--- config.mk ---
export PLATFORM = sky130hd
export DESIGN_NAME = bch_dec_seq_flat
export DESIGN_NICKNAME = d
export VERILOG_FILES = /design/src/rtl/bch_pkg.sv /design/src/rtl/bch_dec_seq_if.sv /design/src/rtl/bch_gf_mulx.sv /design/src/rtl/bch_dec_seq.sv /design/src/flat_wrapper.sv
export SDC_FILE = /design/constraint.sdc
export NUM_CORES = 1
export LEC_CHECK = 0
export ABC_AREA = 1
export CORE_ASPECT_RATIO = 1.75
export CORE_MARGIN = 10
export CORE_UTILIZATION = 47
export CTS_CLUSTER_SIZE = 24
export DETAILED_ROUTE_END_ITERATION = 8
export PLACE_DENSITY = 0.93
export SLEW_MARGIN = 20
export SYNTH_ARGS = -nofsm -noshare
export SYNTH_HDL_FRONTEND = slang
export SYNTH_SLANG_ARGS = --single-unit
--- constraint.sdc ---
create_clock -name clk -period 2.29 [get_ports clk]
set_clock_uncertainty 0.15 [all_clocks]
set_input_delay 0.3435 -clock clk [delete_from_list [all_inputs] [get_ports clk]]
set_output_delay 0.3435 -clock clk [all_outputs]
set_load 0.02 [all_outputs]
--- src/rtl/bch_pkg.sv ---
// Shared constants for the BCH(63,56) sequencer: code geometry, generator, FSM states.
package bch_pkg;
   localparam int N = 63;
   localparam int K = 56;
   localparam int M = 7;

   // g(x) = x^7 + x^6 + x^2 + 1 = (x^6 + x + 1)(x + 1); the x^7 term is implicit
   localparam logic [M-1:0] BCH_GPOLY = 7'h45;

   typedef enum logic [2:0] {
      ST_IDLE   = 3'd0,
      ST_CLR    = 3'd1,
      ST_RUN    = 3'd2,
      ST_SEARCH = 3'd3,
      ST_FIX    = 3'd4,
      ST_OUT    = 3'd5
   } bch_st_e;
endpackage

--- src/rtl/bch_dec_seq_if.sv ---
// Bundle of the input, syndrome-engine and output handshakes of the BCH sequencer.
interface bch_dec_seq_if;
   logic                 in_valid;
   logic                 in_ready;
   logic [bch_pkg::N-1:0] in_data;
   logic                 syn_clr_n;
   logic                 syn_en;
   logic [bch_pkg::N-1:0] syn_data;
   logic                 syn_done;
   logic [bch_pkg::M-1:0] syn_value;
   logic                 out_valid;
   logic                 out_ready;
   logic [bch_pkg::K-1:0] out_data;
   logic                 out_err;
   logic                 out_fail;

   modport master (
      output in_valid, in_data, syn_done, syn_value, out_ready,
      input  in_ready, syn_clr_n, syn_en, syn_data, out_valid, out_data, out_err, out_fail
   );

   modport slave (
      input  in_valid, in_data, syn_done, syn_value, out_ready,
      output in_ready, syn_clr_n, syn_en, syn_data, out_valid, out_data, out_err, out_fail
   );
endinterface

--- src/rtl/bch_gf_mulx.sv ---
// One Chien-style step: s(x) * x mod g(x).
module bch_gf_mulx
   import bch_pkg::*;
(
   input  logic [M-1:0] i_s,
   output logic [M-1:0] o_s
);
   assign o_s = {i_s[M-2:0], 1'b0} ^ (i_s[M-1] ? BCH_GPOLY : '0);
endmodule

--- src/rtl/bch_dec_seq.sv ---
// Single-error BCH(63,56) decode sequencer driving an external syndrome engine.
// Define BCH_SEQ_TIMEOUT_EN to add a TIMEOUT_CYC watchdog on the engine wait.
module bch_dec_seq
   import bch_pkg::*;
#(
   parameter int TIMEOUT_CYC = 1023
) (
   input  logic         clk,
   input  logic         rst_n,
   bch_dec_seq_if.slave bus
);
   if (TIMEOUT_CYC < 1 || TIMEOUT_CYC > 1023) begin : g_bad_timeout
      $error("TIMEOUT_CYC must fit the 10-bit watchdog");
   end

   bch_st_e      r_state;
   logic [N-1:0] r_cw;
   logic [M-1:0] r_s;
   logic [5:0]   r_k;
   logic         r_err;
   logic         r_fail;
   logic [M-1:0] w_s_nxt;
   logic [5:0]   w_k_inc;
   logic [5:0]   w_p;
   logic         w_to_hit;

   bch_gf_mulx u_mulx (.i_s(r_s), .o_s(w_s_nxt));

   assign w_k_inc = r_k + 6'd1;
   // s*x^k == 1 means the error sits at x^(63-k); k=0 maps to position 0
   assign w_p     = (r_k == 6'd0) ? 6'd0 : 6'd63 - r_k;

`ifdef BCH_SEQ_TIMEOUT_EN
   logic [9:0] r_to;

   always_ff @(posedge clk or negedge rst_n) begin
      if (!rst_n)                  r_to <= '0;
      else if (r_state == ST_RUN)  r_to <= r_to + 10'd1;
      else                         r_to <= '0;
   end

   assign w_to_hit = (r_to == 10'(TIMEOUT_CYC - 1));
`else
   assign w_to_hit = 1'b0;
`endif

   always_ff @(posedge clk or negedge rst_n) begin
      if (!rst_n) begin
         r_state <= ST_IDLE;
         r_cw    <= '0;
         r_s     <= '0;
         r_k     <= '0;
         r_err   <= 1'b0;
         r_fail  <= 1'b0;
      end else begin
         case (r_state)
            ST_IDLE: if (bus.in_valid) begin
               r_cw    <= bus.in_data;
               r_state <= ST_CLR;
            end
            ST_CLR: r_state <= ST_RUN;
            ST_RUN: begin
               if (bus.syn_done) begin
                  r_s     <= bus.syn_value;
                  r_k     <= '0;
                  r_state <= (bus.syn_value == '0) ? ST_OUT : ST_SEARCH;
               end else if (w_to_hit) begin
                  r_fail  <= 1'b1;
                  r_state <= ST_OUT;
               end
            end
            ST_SEARCH: begin
               if (r_s == 7'b0000001) begin
                  r_state <= ST_FIX;
               end else begin
                  r_s <= w_s_nxt;
                  r_k <= w_k_inc;
                  // all 63 powers of x tried without a hit: more than one error
                  if (w_k_inc == 6'd63) begin
                     r_fail  <= 1'b1;
                     r_state <= ST_OUT;
                  end
               end
            end
            ST_FIX: begin
               r_cw    <= r_cw ^ (63'(1) << w_p);
               r_err   <= 1'b1;
               r_state <= ST_OUT;
            end
            ST_OUT: if (bus.out_ready) begin
               r_err   <= 1'b0;
               r_fail  <= 1'b0;
               r_state <= ST_IDLE;
            end
            default: r_state <= ST_IDLE;
         endcase
      end
   end

   assign bus.in_ready  = (r_state == ST_IDLE);
   assign bus.syn_clr_n = (r_state != ST_CLR);
   assign bus.syn_en    = (r_state == ST_RUN);
   assign bus.syn_data  = r_cw;
   assign bus.out_valid = (r_state == ST_OUT);
   assign bus.out_data  = r_cw[N-1:N-K];
   assign bus.out_err   = r_err;
   assign bus.out_fail  = r_fail;
endmodule

--- src/flat_wrapper.sv ---
// flat-port wrapper written by rule: the top's interface ports become plain ports
module bch_dec_seq_flat import bch_pkg::*;
#(
   parameter int TIMEOUT_CYC = 1023
)
  (clk, rst_n, bus_in_valid, bus_in_data, bus_syn_done, bus_syn_value, bus_out_ready, bus_in_ready, bus_syn_clr_n, bus_syn_en, bus_syn_data, bus_out_valid, bus_out_data, bus_out_err, bus_out_fail);
  bch_dec_seq_if bus_i ();
  input  logic clk;
  input  logic rst_n;
  input wire logic [$bits(bus_i.in_valid)-1:0] bus_in_valid;
  input wire logic [$bits(bus_i.in_data)-1:0] bus_in_data;
  input wire logic [$bits(bus_i.syn_done)-1:0] bus_syn_done;
  input wire logic [$bits(bus_i.syn_value)-1:0] bus_syn_value;
  input wire logic [$bits(bus_i.out_ready)-1:0] bus_out_ready;
  output wire logic [$bits(bus_i.in_ready)-1:0] bus_in_ready;
  output wire logic [$bits(bus_i.syn_clr_n)-1:0] bus_syn_clr_n;
  output wire logic [$bits(bus_i.syn_en)-1:0] bus_syn_en;
  output wire logic [$bits(bus_i.syn_data)-1:0] bus_syn_data;
  output wire logic [$bits(bus_i.out_valid)-1:0] bus_out_valid;
  output wire logic [$bits(bus_i.out_data)-1:0] bus_out_data;
  output wire logic [$bits(bus_i.out_err)-1:0] bus_out_err;
  output wire logic [$bits(bus_i.out_fail)-1:0] bus_out_fail;
  assign bus_i.in_valid = bus_in_valid;
  assign bus_i.in_data = bus_in_data;
  assign bus_i.syn_done = bus_syn_done;
  assign bus_i.syn_value = bus_syn_value;
  assign bus_i.out_ready = bus_out_ready;
  assign bus_in_ready = bus_i.in_ready;
  assign bus_syn_clr_n = bus_i.syn_clr_n;
  assign bus_syn_en = bus_i.syn_en;
  assign bus_syn_data = bus_i.syn_data;
  assign bus_out_valid = bus_i.out_valid;
  assign bus_out_data = bus_i.out_data;
  assign bus_out_err = bus_i.out_err;
  assign bus_out_fail = bus_i.out_fail;
  bch_dec_seq #(.TIMEOUT_CYC(TIMEOUT_CYC)) u_core (.clk(clk), .rst_n(rst_n), .bus(bus_i));
endmodule
# Yosys cells after proc, flatten, opt, wreduce, memory -nomap -nowiden
# Cells that the tools add are included.
# word_totals
regBits	81
out_inout_bits	125
# op_classes
n_reduce_logical	12
n_eq_ne	14
shifts	1
bitwise_logic	2
addsub	2
mux	22
# ops
operator	count
63-bit case mux with 2 select lines	1
63-bit two-way mux	1
1-bit by 6-bit left shift with 63-bit output, first input constant	1
63-bit bitwise XOR	1
7-bit two-way mux	3
3-bit two-way mux	6
6-bit two-way mux	3
3-bit case mux with 6 select lines	1
7-bit case mux with 2 select lines	1
6-bit case mux with 2 select lines	1
2-bit != test, second input constant	4
4-bit AND reduction	2
2-bit nonzero test	4
7-bit by 1-bit equality test with 1-bit output, second input constant	1
7-bit zero test	1
7-bit bitwise XOR	1
6-bit by 1-bit adder with 6-bit output, second input constant	1
3-bit by 2-bit equality test with 1-bit output, second input constant	2
3-bit equality test, second input constant	2
6-bit equality test, second input constant	1
6-bit zero test	1
3-bit by 1-bit != test with 1-bit output, second input constant	2
6-bit subtractor, first input constant	1
1-bit case mux with 2 select lines	2
other kinds (6)	9

# Logic depth before layout (Yosys ltp)
# logic_depth
word_depth	5
depth_mapped	12
depth_no_buf	12

# Hierarchy
# A second synthesis with hierarchy kept.
# unflattened
hier_cells	862
area_unflattened_um2	5830.6
# by_module_without_submodules
module	cells_each	area_each_um2	seq_area_each_um2	n_inst
bch_dec_seq	848	5759.3	2026.9	1
bch_gf_mulx	14	71.3	0.0	1

# Least setup slack after synthesis
# Ideal clock, no wire load.
# synth_timing
kind	reg-to-reg
startpoint	register u_core.r_state[0]
endpoint	register u_core.r_state[1]
path_stages_with_launch	7
setup_ps	66
setup_slack_ps	321
t_required_ps	2074
arrival_time_ps	1753
cell_sequence	dfrtp_1 -> buf_2 -> nor3_1 -> nand2_1 -> nand3_1 -> nand2_1 -> nand2_1
# synth_between
elab_chain_cells	3
# synth_lines
element	line_no	rtl
from (decl)	bch_dec_seq.sv:16	bch_st_e r_state;
from (signal assigned)	bch_dec_seq.sv:66	r_state <= (bus.syn_value == '0) ? ST_OUT : ST_SEARCH;
3-bit zero test (*)	n/a	
via bus_in_ready	flat_wrapper.sv:15	output wire logic [$bits(bus_i.in_ready)-1:0] bus_in_ready;
2-bit != test (no line)	n/a	
4-bit AND reduction (no line)	n/a	
# Mark *: on every way through the listed nets, which the timed path passes. The rest lies on a longest branch.
# A chain may end at the register's enable or synchronous reset.

# Worst setup path after layout
# layout_timing
startpoint	register u_core.r_state[2]
endpoint	output port bus_syn_clr_n
# layout_between
elab_chain_cells	1
# layout_lines
element	line_no	rtl
3-bit by 1-bit != test with 1-bit output	bch_dec_seq.sv:101	assign bus.syn_clr_n = (r_state != ST_CLR);
to (decl)	flat_wrapper.sv:16	output wire logic [$bits(bus_i.syn_clr_n)-1:0] bus_syn_clr_n;
# Every way passes these cells.

==> key figures <==
Clock tree
  – Cts bufs inserted: 9
  – Post-CTS setup buffers: 0
  – Worst-Skew Late Latency: 0.34 ns
  – Clock Pin Slew Worst Setup and Hold Paths: 0.06 ns
  – CTS tree: yes
  – Bufs on Longest Clock Path: 2
  – Root buffer cell: clkbuf_16
  – Clock H-tree levels: 3
  – Sink Count: 81

Pwr
  – Sw Pwr: about 6.6 mW
  – PwrDens: approximately 1600 nW/um^2
  – Int Pwr: about 6.5 mW
  – VDD IR max: 0.912 mV
  – Clock network fraction of total power: ~12%
  – Sequential Power Share: 23.3%
  – Static Leak: between 3 and 4 nW
  – Comb pwr share: 64.7%
  – Tot Pwr: between 10 and 15 mW
  – Sw frac: approximately half

Logic synthesis
  – Cell taking the most area after synthesis: dfrtp_1
  – Cells after Synth: 935
  – Area contributors post-synth: dfrtp_1, nand2_1, nand3_1
  – Sequential area share after synthesis: 33.6%
  – Synth warnings: 0
  – Share of synthesized registers carrying an async set or reset: 100%
  – Synthesis-stage register bit count: 81
  – Synth Area per Inst: around 6.5 sq um
  – Post-synth top area share: 33.6%
  – Main synth FF type: dfrtp_1
  – Post-synth EDFFs: 0
  – Synth unique cells: 31
  – Mapped Area: 6040 sq um
  – Syn_nets: a little over 1000

Die
  – Die H: approximately 170 um
  – Core Region: approximately 13000 sq um
  – Site row count: 54
  – I/O pin total: 200
  – Horiz. Die Dim: 106 um
  – Die area: roughly 18000 sq um
  – Starting Density: 48.1%

Layout
  – Syn-to-layout area delta: 36.4%
  – Layout Nets: ~1200
  – Share of layout cells above drive strength 1: under 10%
  – N_diodes: 0
  – Commonest cells after routing, fill and taps aside: nand2_1, clkdlybuf4s50_1, nor2_1
  – Non-Filler Instances: around 1200
  – Filler cell count: approximately 1100
  – Most common cell after layout, fill and taps aside: nand2_1

Place
  – Final HPWL DP: approximately 16000 um
  – Inst Count DP: between 1000 and 1500
  – Placement Setup Slack: about 0.14 ns
  – Gpl congestion: roughly 0.9
  – PortBufs: 199

STA
  – Max Freq: roughly 0.46 GHz
  – Final Cycle Share: 95.3%
  – Endpoints failing hold: 0
  – Setup Viol. Count Final: 0
  – Worst-Margin Slew: between 0.5 and 0.6 ns
  – Tightest hold margin: 0.347 ns
  – Setup WS post-layout: 0.108 ns
  – Fin. max-slew vios: 0
  – Post-route setup TNS: 0 ns
  – Slew margin rel.: about three fifths
  – RSZ-0062 raised after global routing: no
  – Crit path time final: 2.18 ns

Critical path
  – Crit. End Element: primary output
  – Top Family by Delay on Critical Path: buffers and inverters
  – Slowest cell on crit path: clkdlybuf4s50_1
  – Worst EP arrival: ~1.7 ns
  – Slowest cell delay on critical path: 0.61 ns
  – Setup crit start kind: register
  – Buf/Inv on CP: 2
  – WS Path Type: register to primary output
  – Largest driver fanout on the critical path: 5
  – Critical path, cell by cell: inv_1 > nand3_1 > clkdlybuf4s50_1
  – CP required: between 1.5 and 2 ns

Job
  – Max Cap Viol: 0

GRT
  – Largest net degree at the start of global routing: between 60 and 70
  – Vias in the first global route: roughly 6600
  – First-pass GRT wire length: 32600 um
  – GRT Util Overall: between 20% and 30%
  – Grt total ovfl: 0
  – Initial antenna violation count: 0

Drt
  – DR vias: approximately 6600
  – Vias/cell: about 5.3
  – Drc violations: 0
  – Final wirelength: roughly 20000 um
  – Remaining antenna violation count: 0
  – Drt first pass iters: 5
  – Starting DRT DRC Count: between 400 and 500
  – Avg WL per Cell: between 15 and 20 um

Hold path
  – Hold WC Path Type: register to register

Status
  – Status: finished, final reports clean
[cell usage after synthesis (5+ instances only)]
master / count
nand2_1: 269
nor2_1: 142
nand3_1: 115
dfrtp_1: 81
inv_1: 79
buf_4: 62
o21ai_0: 39
nand4_1: 34
buf_2: 22
clkbuf_1: 15
o21ai_1: 11
nand2_2: 7
nand3b_1: 6
ha_1: 5
o22ai_1: 5
xor2_1: 5
[through the flow]
step	util (%)	area (sq um)
after floorplan	-	6040
after global placement	62.7	7890
after detailed placement	62.7	7890
after CTS	65.4	8220
after global routing	65.6	8240
final	65.6	8240
[worst min-delay path: stages (launching register included)]
cell     delay, ns
dfrtp_1       0.35
nand2_1       0.06
nand2_1       0.05
[flip-flops by register name, indices dropped and copies added, names as in the netlist]
signal,flops
u_core.bus.syn_data,63
u_core.r_s,7
u_core.r_k,6
u_core.r_state,3
u_core.bus.out_err,1
u_core.bus.out_fail,1
[what timing repair did]
item,in CTS,in global routing
hold buffers,1,0
gates cloned,0,0
pin swaps,0,0
resized for setup,1,7
setup endpoints to repair,1,9
hold endpoints to repair,41,0
[power by group through the flow]
stage / Sequential [mW] / Combinational (mW) / Clock, mW
3_3_place_gp: 2.99 / 8.19 / 0
5_1_grt: 3.16 / 9.15 / 1.68
2_1_floorplan: 3.45 / 4.96 / 0
6_report: 3.05 / 8.47 / 1.58
4_1_cts: 3.03 / 8.44 / 1.60
3_5_place_dp: 3.04 / 8.41 / 0
[kinds of logic after synthesis]
logic type / count (synthesis) / synth area share [%]
simple gates: 585 / 41.8
buf+inv: 189 / 16.3
flops: 81 / 33.6
compound gates: 67 / 6.13
xor+xnor: 8 / 1.16
fa+ha+maj: 5 / 1.04
[layout make-up]
cell class	instances	area, sq um	area share (%)
tap	168	210	2.55
timing repair buffer	228	2300	27.9
inverter	85	320	3.89
sequential	81	2030	24.6
clock inverter	2	60.1	0.729
multi-input combinational	665	3060	37.1
clock buffer	14	264	3.20
[per-layer routing]
metal | global-route usage (%) | wire length, um | vias up
li1 | - | - | 3187
met1 | 21.7 | 6890 | 3061
met2 | 40.5 | 11000 | 283
met3 | 4.80 | 1220 | 82
met4 | 15.1 | 1260 | 0
met5 | 0 | 0 | -
[path summary, 6_finish.rpt]
path	start	to	slack [ns]	cells after the start
setup / recovery	u_core.r_state[2]	bus_syn_clr_n	0.11	3
max in group asynchronous	rst_n	u_core.bus.syn_data[56]	0.97	3
hold / removal	u_core.bus.out_err	u_core.bus.out_err	0.35	2
setup reg to reg	u_core.r_k[0]	u_core.bus.syn_data[17]	0.14	12
min in group asynchronous	rst_n	u_core.bus.syn_data[13]	0.40	2
hold reg to reg	u_core.bus.out_err	u_core.bus.out_err	0.35	2
No activity file was read; power rests on OpenSTA's default activity.
